File: src/rtl/opb_dec_pkg.sv
// ---------------------------------------------------------------------------
// opb_dec_pkg
// Shared definitions for the OPB region decoder:
//   - state_t      : transfer FSM state encoding
//   - TIMER_W      : width of the wait/timeout timer (covers TIMEOUT up to 255)
//   - ERR_CNT_W    : width of the saturating error counter
//   - MAX_REGIONS  : upper bound on the number of decoded regions
//   - slice_lo()   : low bit of slice idx inside a packed per-region vector
//   - region_onehot(): one-hot select vector for a region index
// ---------------------------------------------------------------------------
package opb_dec_pkg;

    typedef enum logic [2:0] {
        ST_IDLE   = 3'd0,  // waiting for RE or WE
        ST_STROBE = 3'd1,  // single-cycle slave strobe is on the bus
        ST_WAIT   = 3'd2,  // waiting for fixed latency or slave ack
        ST_DONE   = 3'd3,  // OPB_ACK pulse
        ST_ERROR  = 3'd4,  // OPB_ACK + OPB_ERR pulse
        ST_HOLD   = 3'd5   // waiting for the master to drop its request
    } state_t;

    localparam int TIMER_W     = 8;
    localparam int ERR_CNT_W   = 8;
    localparam int MAX_REGIONS = 32;

    // Low bit of slice idx in a vector built from equal-width slices,
    // slice 0 in the least significant position.
    function automatic int slice_lo(input int idx, input int width);
        return idx * width;
    endfunction

    // One-hot vector with only bit idx set; callers truncate to N_REGIONS.
    function automatic logic [MAX_REGIONS-1:0] region_onehot(input int idx);
        return MAX_REGIONS'(1) << idx;
    endfunction

endpackage : opb_dec_pkg

File: src/rtl/opb_region_match.sv
// ---------------------------------------------------------------------------
// opb_region_match
// Combinational hit test for one address region: base <= addr < base+size.
// The comparison is done one bit wider than the address so that a region
// ending at the top of the address space does not wrap. A size of zero
// disables the region.
//
// Ports:
//   addr  in  ADDR_W  byte address under test
//   base  in  ADDR_W  first byte address of the region
//   size  in  ADDR_W  region length in bytes (0 = disabled)
//   hit   out 1       addr falls inside the region
// ---------------------------------------------------------------------------
module opb_region_match #(
    parameter int ADDR_W = 32
) (
    input  logic [ADDR_W-1:0] addr,
    input  logic [ADDR_W-1:0] base,
    input  logic [ADDR_W-1:0] size,
    output logic              hit
);

    logic [ADDR_W:0] addr_x;
    logic [ADDR_W:0] lo_x;
    logic [ADDR_W:0] hi_x;

    assign addr_x = {1'b0, addr};
    assign lo_x   = {1'b0, base};
    assign hi_x   = {1'b0, base} + {1'b0, size};

    assign hit = (size != '0) && (addr_x >= lo_x) && (addr_x < hi_x);

endmodule : opb_region_match

File: src/rtl/opb_region_decoder.sv
// ---------------------------------------------------------------------------
// opb_region_decoder
// Registered OPB address decoder with N table-driven regions. A request is
// captured in IDLE, the matching slave gets a one-cycle RE/WE strobe, and the
// transfer completes either after a fixed latency or on the slave's ack.
// Unmapped addresses, RE+WE collisions and ack timeouts end in an error
// pulse, latch the offending address and bump a saturating error counter.
//
// Ports:
//   CLK        in   1                 system clock
//   RST_N      in   1                 asynchronous active-low reset
//   OPB_ADDR   in   ADDR_W            byte address, stable while RE/WE high
//   OPB_RE     in   1                 read request, held until OPB_ACK
//   OPB_WE     in   1                 write request, held until OPB_ACK
//   OPB_DO     out  DATA_W            registered read data, valid with OPB_ACK
//   OPB_ACK    out  1                 one-cycle transfer-complete pulse
//   OPB_ERR    out  1                 one-cycle error pulse, with OPB_ACK
//   SLV_RE     out  N_REGIONS         one-hot read strobe, one cycle
//   SLV_WE     out  N_REGIONS         one-hot write strobe, one cycle
//   SLV_ACK    in   N_REGIONS         slave completion (ACK_EN regions only)
//   SLV_RDATA  in   N_REGIONS*DATA_W  packed slave read data, slice i = region i
//   ERR_ADDR   out  ADDR_W            address of the most recent error
//   ERR_CNT    out  8                 saturating error counter
// ---------------------------------------------------------------------------
module opb_region_decoder
    import opb_dec_pkg::*;
#(
    parameter int                          N_REGIONS   = 4,
    parameter int                          ADDR_W      = 32,
    parameter int                          DATA_W      = 32,
    parameter logic [N_REGIONS*ADDR_W-1:0] REGION_BASE = {32'h40, 32'h20, 32'h10, 32'h0},
    parameter logic [N_REGIONS*ADDR_W-1:0] REGION_SIZE = {32'h38, 32'h14, 32'h10, 32'h4},
    parameter logic [N_REGIONS-1:0]        ACK_EN      = 4'b0000,
    parameter int                          FIXED_LAT   = 1,
    parameter int                          TIMEOUT     = 255
) (
    input  logic                          CLK,
    input  logic                          RST_N,
    input  logic [ADDR_W-1:0]             OPB_ADDR,
    input  logic                          OPB_RE,
    input  logic                          OPB_WE,
    output logic [DATA_W-1:0]             OPB_DO,
    output logic                          OPB_ACK,
    output logic                          OPB_ERR,
    output logic [N_REGIONS-1:0]          SLV_RE,
    output logic [N_REGIONS-1:0]          SLV_WE,
    input  logic [N_REGIONS-1:0]          SLV_ACK,
    input  logic [N_REGIONS*DATA_W-1:0]   SLV_RDATA,
    output logic [ADDR_W-1:0]             ERR_ADDR,
    output logic [ERR_CNT_W-1:0]          ERR_CNT
);

    localparam int IDX_W = (N_REGIONS > 1) ? $clog2(N_REGIONS) : 1;

    localparam logic [TIMER_W-1:0]   FIXED_LAST   = TIMER_W'(FIXED_LAT - 1);
    localparam logic [TIMER_W-1:0]   TIMEOUT_LAST = TIMER_W'(TIMEOUT - 1);
    localparam logic [ERR_CNT_W-1:0] ERR_CNT_MAX  = '1;

    // -----------------------------------------------------------------------
    // Region match and priority encode (lowest index wins on overlap)
    // -----------------------------------------------------------------------
    logic [N_REGIONS-1:0] hit_vec;

    for (genvar gi = 0; gi < N_REGIONS; gi++) begin : g_match
        opb_region_match #(
            .ADDR_W (ADDR_W)
        ) u_match (
            .addr (OPB_ADDR),
            .base (REGION_BASE[slice_lo(gi, ADDR_W) +: ADDR_W]),
            .size (REGION_SIZE[slice_lo(gi, ADDR_W) +: ADDR_W]),
            .hit  (hit_vec[gi])
        );
    end

    logic [IDX_W-1:0] hit_idx;
    logic             any_hit;

    // NOTE: every signal assigned in always_comb gets a default first, so no
    // path leaves it unassigned and no latch is inferred.
    always_comb begin
        hit_idx = '0;
        any_hit = 1'b0;
        // Scan from the top so the lowest matching index is the last written.
        for (int i = N_REGIONS - 1; i >= 0; i--) begin
            if (hit_vec[i]) begin
                hit_idx = IDX_W'(i);
                any_hit = 1'b1;
            end
        end
    end

    // -----------------------------------------------------------------------
    // Registered transfer context
    // -----------------------------------------------------------------------
    state_t               state;
    logic [ADDR_W-1:0]    addr_q;
    logic                 rd_q;
    logic [IDX_W-1:0]     idx_q;
    logic [TIMER_W-1:0]   timer;

    // Per-transfer view of the selected slave, always from the registered
    // index so address changes mid-transfer cannot redirect it.
    logic                 sel_ack_en;
    logic                 sel_ack;
    logic [DATA_W-1:0]    sel_rdata;

    assign sel_ack_en = ACK_EN[idx_q];
    assign sel_ack    = SLV_ACK[idx_q];
    assign sel_rdata  = SLV_RDATA[slice_lo(int'(idx_q), DATA_W) +: DATA_W];

    // -----------------------------------------------------------------------
    // Transition conditions
    // -----------------------------------------------------------------------
    logic              req;
    logic              idle_err;
    logic              wait_done;
    logic              wait_err;
    logic              enter_err;
    logic              err_rd;
    logic [ADDR_W-1:0] err_addr_src;

    assign req       = OPB_RE | OPB_WE;
    assign idle_err  = (state == ST_IDLE) && req && ((OPB_RE && OPB_WE) || !any_hit);
    // An ack arriving in the same cycle the timer expires still wins.
    assign wait_done = (state == ST_WAIT) &&
                       (sel_ack_en ? sel_ack : (timer == FIXED_LAST));
    assign wait_err  = (state == ST_WAIT) && sel_ack_en && !sel_ack &&
                       (timer == TIMEOUT_LAST);
    assign enter_err = idle_err | wait_err;

    // An IDLE error has not been captured yet, so take the live request.
    assign err_rd       = (state == ST_IDLE) ? OPB_RE   : rd_q;
    assign err_addr_src = (state == ST_IDLE) ? OPB_ADDR : addr_q;

    // -----------------------------------------------------------------------
    // FSM with registered outputs
    // -----------------------------------------------------------------------
    // NOTE: sequential state uses non-blocking assignments only, so every
    // register samples the pre-edge value of every other register.
    always_ff @(posedge CLK or negedge RST_N) begin
        if (!RST_N) begin
            state    <= ST_IDLE;
            addr_q   <= '0;
            rd_q     <= 1'b0;
            idx_q    <= '0;
            timer    <= '0;
            OPB_DO   <= '0;
            OPB_ACK  <= 1'b0;
            OPB_ERR  <= 1'b0;
            SLV_RE   <= '0;
            SLV_WE   <= '0;
            ERR_ADDR <= '0;
            ERR_CNT  <= '0;
        end else begin
            // Strobes and acks are single-cycle pulses by default.
            SLV_RE  <= '0;
            SLV_WE  <= '0;
            OPB_ACK <= 1'b0;
            OPB_ERR <= 1'b0;

            if (enter_err) begin
                OPB_ACK  <= 1'b1;
                OPB_ERR  <= 1'b1;
                ERR_ADDR <= err_addr_src;
                if (ERR_CNT != ERR_CNT_MAX) begin
                    ERR_CNT <= ERR_CNT + 1'b1;
                end
                if (err_rd) begin
                    OPB_DO <= '0;
                end
            end

            if (wait_done) begin
                OPB_ACK <= 1'b1;
                // Writes leave the last read data on the bus.
                if (rd_q) begin
                    OPB_DO <= sel_rdata;
                end
            end

            case (state)
                ST_IDLE: begin
                    if (req) begin
                        addr_q <= OPB_ADDR;
                        rd_q   <= OPB_RE;
                        idx_q  <= hit_idx;
                        if (idle_err) begin
                            state <= ST_ERROR;
                        end else begin
                            state <= ST_STROBE;
                            if (OPB_RE) begin
                                SLV_RE <= N_REGIONS'(region_onehot(int'(hit_idx)));
                            end else begin
                                SLV_WE <= N_REGIONS'(region_onehot(int'(hit_idx)));
                            end
                        end
                    end
                end

                ST_STROBE: begin
                    timer <= '0;
                    state <= ST_WAIT;
                end

                ST_WAIT: begin
                    timer <= timer + 1'b1;
                    if (wait_done) begin
                        state <= ST_DONE;
                    end else if (wait_err) begin
                        state <= ST_ERROR;
                    end
                end

                ST_DONE:  state <= ST_HOLD;
                ST_ERROR: state <= ST_HOLD;

                ST_HOLD: begin
                    if (!OPB_RE && !OPB_WE) begin
                        state <= ST_IDLE;
                    end
                end

                default: state <= ST_IDLE;
            endcase
        end
    end

endmodule : opb_region_decoder

File: config.mk
export PLATFORM = sky130hd
export DESIGN_NAME = opb_region_decoder
export DESIGN_NICKNAME = d
export VERILOG_FILES = /design/src/rtl/opb_dec_pkg.sv /design/src/rtl/opb_region_match.sv /design/src/rtl/opb_region_decoder.sv
export SDC_FILE = /design/constraint.sdc
export NUM_CORES = 1
export LEC_CHECK = 0
export ABC_AREA = 1
export BUFFER_PORTS_ARGS = -buffer_cell sky130_fd_sc_hd__clkbuf_2
export CAP_MARGIN = 20
export CELL_PAD_IN_SITES_DETAIL_PLACEMENT = 2
export CELL_PAD_IN_SITES_GLOBAL_PLACEMENT = 2
export CORE_MARGIN = 3
export CORE_UTILIZATION = 27
export CTS_CLUSTER_SIZE = 28
export DETAILED_ROUTE_END_ITERATION = 8
export PLACE_DENSITY_LB_ADDON = 0.1
export SKIP_CTS_REPAIR_TIMING = 1
export SLEW_MARGIN = 20
export SYNTH_ARGS = -nofsm -noshare
export SYNTH_HDL_FRONTEND = slang
export SYNTH_SLANG_ARGS = --single-unit
File: constraint.sdc
create_clock -name CLK -period 3.8 [get_ports CLK]
set_input_delay 0.57 -clock CLK [delete_from_list [all_inputs] [get_ports CLK]]
set_output_delay 0.57 -clock CLK [all_outputs]
set_load 0.03 [all_outputs]
==> results_dict.tcl <==
set metrics [dict create \
    p_per_area_nw_per_um2 721 \
    path_clk_slew_ps 80 \
    die_y_um 149 \
    synth_area_leader_cell "dfrtp_1" \
    status "finished, final reports clean" \
    netlist.area_leader.share_pct 46.6 \
    total_power_mw 5.22 \
    yosysSeqAreaShare_pct 46.6 \
    grt_usage_pct 19.6 \
    p_int_mw 2.77 \
    path_class "register to register" \
    pwr-share-comb_pct 47.4 \
    p_leak_nw 3.77 \
    required_ps 4030 \
    yosys-top-cells-count "nand2_1 (230), nor2_1 (126), dfrtp_1 (103)" \
    seq_power_share_pct 34.2 \
    setup_violations 0 \
    area_delta_synth_final_pct 30.8 \
    synth_seq_cells 103 \
    tightest_slew_ps 1040 \
    gp_congestion 0.842 \
    numCtsBuffers 9 \
    core_area_um2 19800 \
    wl_per_cell_um 17.9 \
    yosysUniqueCellTypes 36 \
    vias_per_cell 4.81 \
    place_ws_ps 699 \
    hold_path_class "primary input to asynchronous set/reset pin" \
    critPathTopFamily "simple AND/OR/NAND/NOR gates" \
    critical_path_depth 9 \
    dieWidth_um 149 \
    fin_util_pct 36.6 \
    cp_num_buf_inv 3 \
    vias 5788 \
    start_util_pct 28.0 \
    cp-end-kind "register" \
    p_sw_share_pct 47.0 \
    ff2ff_path_depth 9 \
    cts_buffer_depth 2 \
    cpMostUsedCell "nor2_4" \
    clockPowerShare_pct 18.4 \
    antenna_found_initial 0 \
    whs_ps 133 \
    rsz0062_at_grt "no" \
    wl_mm 21.5 \
    placementRows 51 \
    slew_viol_final 0 \
    antenna-diode-count 0 \
    dr.pass1.iters 4 \
    crit_chain "nor2_1, inv_1, nor2_4, inv_2, nor2_8, nand2_8, nor2_4, buf_12, o21ai_0" \
    num-nets-final 1105 \
    netlist_area_um2 5540 \
    cts_sinks 103 \
    ys.warnings.count 0 \
    syn-num-nets 883 \
    drtIter0Drc 185 \
    synthFlopType "dfrtp_1" \
    cts-root-buf "clkbuf_16" \
    dieArea_um2 22300 \
    grt_pass1_wl_mm 34.8 \
    io_pins 250 \
    maxCapViolCount 0 \
    switchingPower_mw 2.45 \
    grt_overflow 0 \
    setup_slack_ps 1140 \
    grt_pass1_vias 6470 \
    cts_htree_levels 3 \
    netlist_instances 712 \
    hold_viol 0 \
    r2r_slack_ps 1140 \
    fin_skew_ps 8.74 \
    max_freq_mhz 376 \
    drc 0 \
    slew_headroom_pct 30.8 \
    grt_start_max_net_pins 66 \
    async_flop_share_pct 100 \
    cpMaxStageDelayCell "nor2_4" \
    insertion_delay_ps 360 \
    cts_tree "yes" \
    hpwlAfterDp_mm 16.8 \
    ir_drop_v 0.000287 \
    avgSynthCellArea_um2 7.77 \
    synth.area.top_cells "dfrtp_1 (47%), nand2_1 (16%), nor2_1 (8.5%), o21ai_0 (5.3%), o21ai_2 (5.1%)" \
    crit_path_start_kind "register" \
    port_buffers 245 \
    synthMostInstantiatedCell "nand2_1" \
    crit_path_max_fanout 36 \
    post-route-min-period_ps 2660 \
    r2r_start "state[0]" \
    setup_tns_ps 0 \
    drive_above_1_share_pct 34.0 \
    cp.arrival_ps 2880 \
    period_share_pct 69.9 \
    synth_edf_count 0 \
    rr_endpoint "OPB_DO[31]" \
    antenna_left 0 \
    cpPeakStageDelay_ps 490 \
]
final cells by class:
class / instances / area [um^2]
flip-flops and latches: 103 / 2580
inverters: 30 / 115
fillers: 2384 / 12500
clock buffers: 10 / 239
multi-input cells: 539 / 2630
well taps: 265 / 332
repair buffers: 251 / 1290
clock inverters: 5 / 57.6
cell usage in the layout (no fill, tap or decap), types with 3 or more instances in the layout:
| cell | count |
|---|---|
| clkbuf_2 | 244 |
| nand2_1 | 230 |
| nor2_1 | 126 |
| dfrtp_1 | 101 |
| o21ai_0 | 59 |
| o21ai_2 | 32 |
| o32ai_1 | 32 |
| inv_1 | 25 |
| nand3_1 | 12 |
| clkbuf_16 | 9 |
| a21oi_1 | 7 |
| nor3_1 | 6 |
| buf_4 | 6 |
| nor2_2 | 4 |
| inv_2 | 4 |
| nand4_1 | 3 |
| nand3b_1 | 3 |
| o22ai_1 | 3 |
| xor2_1 | 3 |
| ha_1 | 3 |
power groups by stage:
stage	clock network [mW]	registers, mW	logic [mW]
final	0.962	1.78	2.48
after global routing	1.03	1.85	2.75
after CTS	0.991	1.80	2.54
after detailed placement	0	1.81	2.53
after global placement	0	1.78	2.45
after floorplan	0	2.45	1.03
worst register-to-register path, cell delays in order (launching register included):
cell and delay (ps):
dfrtp_1 420, nor2_1 150, inv_1 100, nor2_4 140, inv_2 150, nor2_8 430
nand2_8 270, nor2_4 490, buf_12 260, o21ai_0 120
how the worst max path moves through the flow:
stage | startpoint | to
2_1_floorplan | OPB_ADDR[13] | state[2]
3_3_place_gp | state[0] | OPB_DO[0]
3_5_place_dp | state[0] | OPB_DO[31]
4_1_cts | state[0] | OPB_DO[31]
5_1_grt | state[0] | OPB_DO[0]
6_report | state[0] | OPB_DO[31]
registers in the layout, indices dropped and copies added (netlist names):
register  cells
rd_q          1
idx_q         2
OPB_DO       32
ERR_ADDR     32
OPB_ERR       1
state         3
SLV_WE        4
addr_q        7
OPB_ACK       1
timer         8
ERR_CNT       8
SLV_RE        4
per-layer routing:
layer,wire [um],global-route usage [%],vias to the layer above
li1,-,-,2772
met2,10800,35.8,161
met5,0,0,-
met3,1430,4.77,15
met1,8970,22.9,2840
met4,274,5.03,0
cells by family after synthesis:
logic type,synth area share [%]
adders and majority gates,0.678
xor gates and xnor gates,0.791
AOI/OAI and AO/OA,16.8
and+or+nand+nor,29.3
buffers and inverters,5.88
DFF,46.6
through the flow:
stage               instances  instance area (um^2)
global placement         1187                  6930
CTS                      1202                  7220
detailed placement       1187                  6930
floorplan                 712                  5540
global route             1203                  7240
finish                   1203                  7240
No activity file was read; power rests on OpenSTA's default activity.
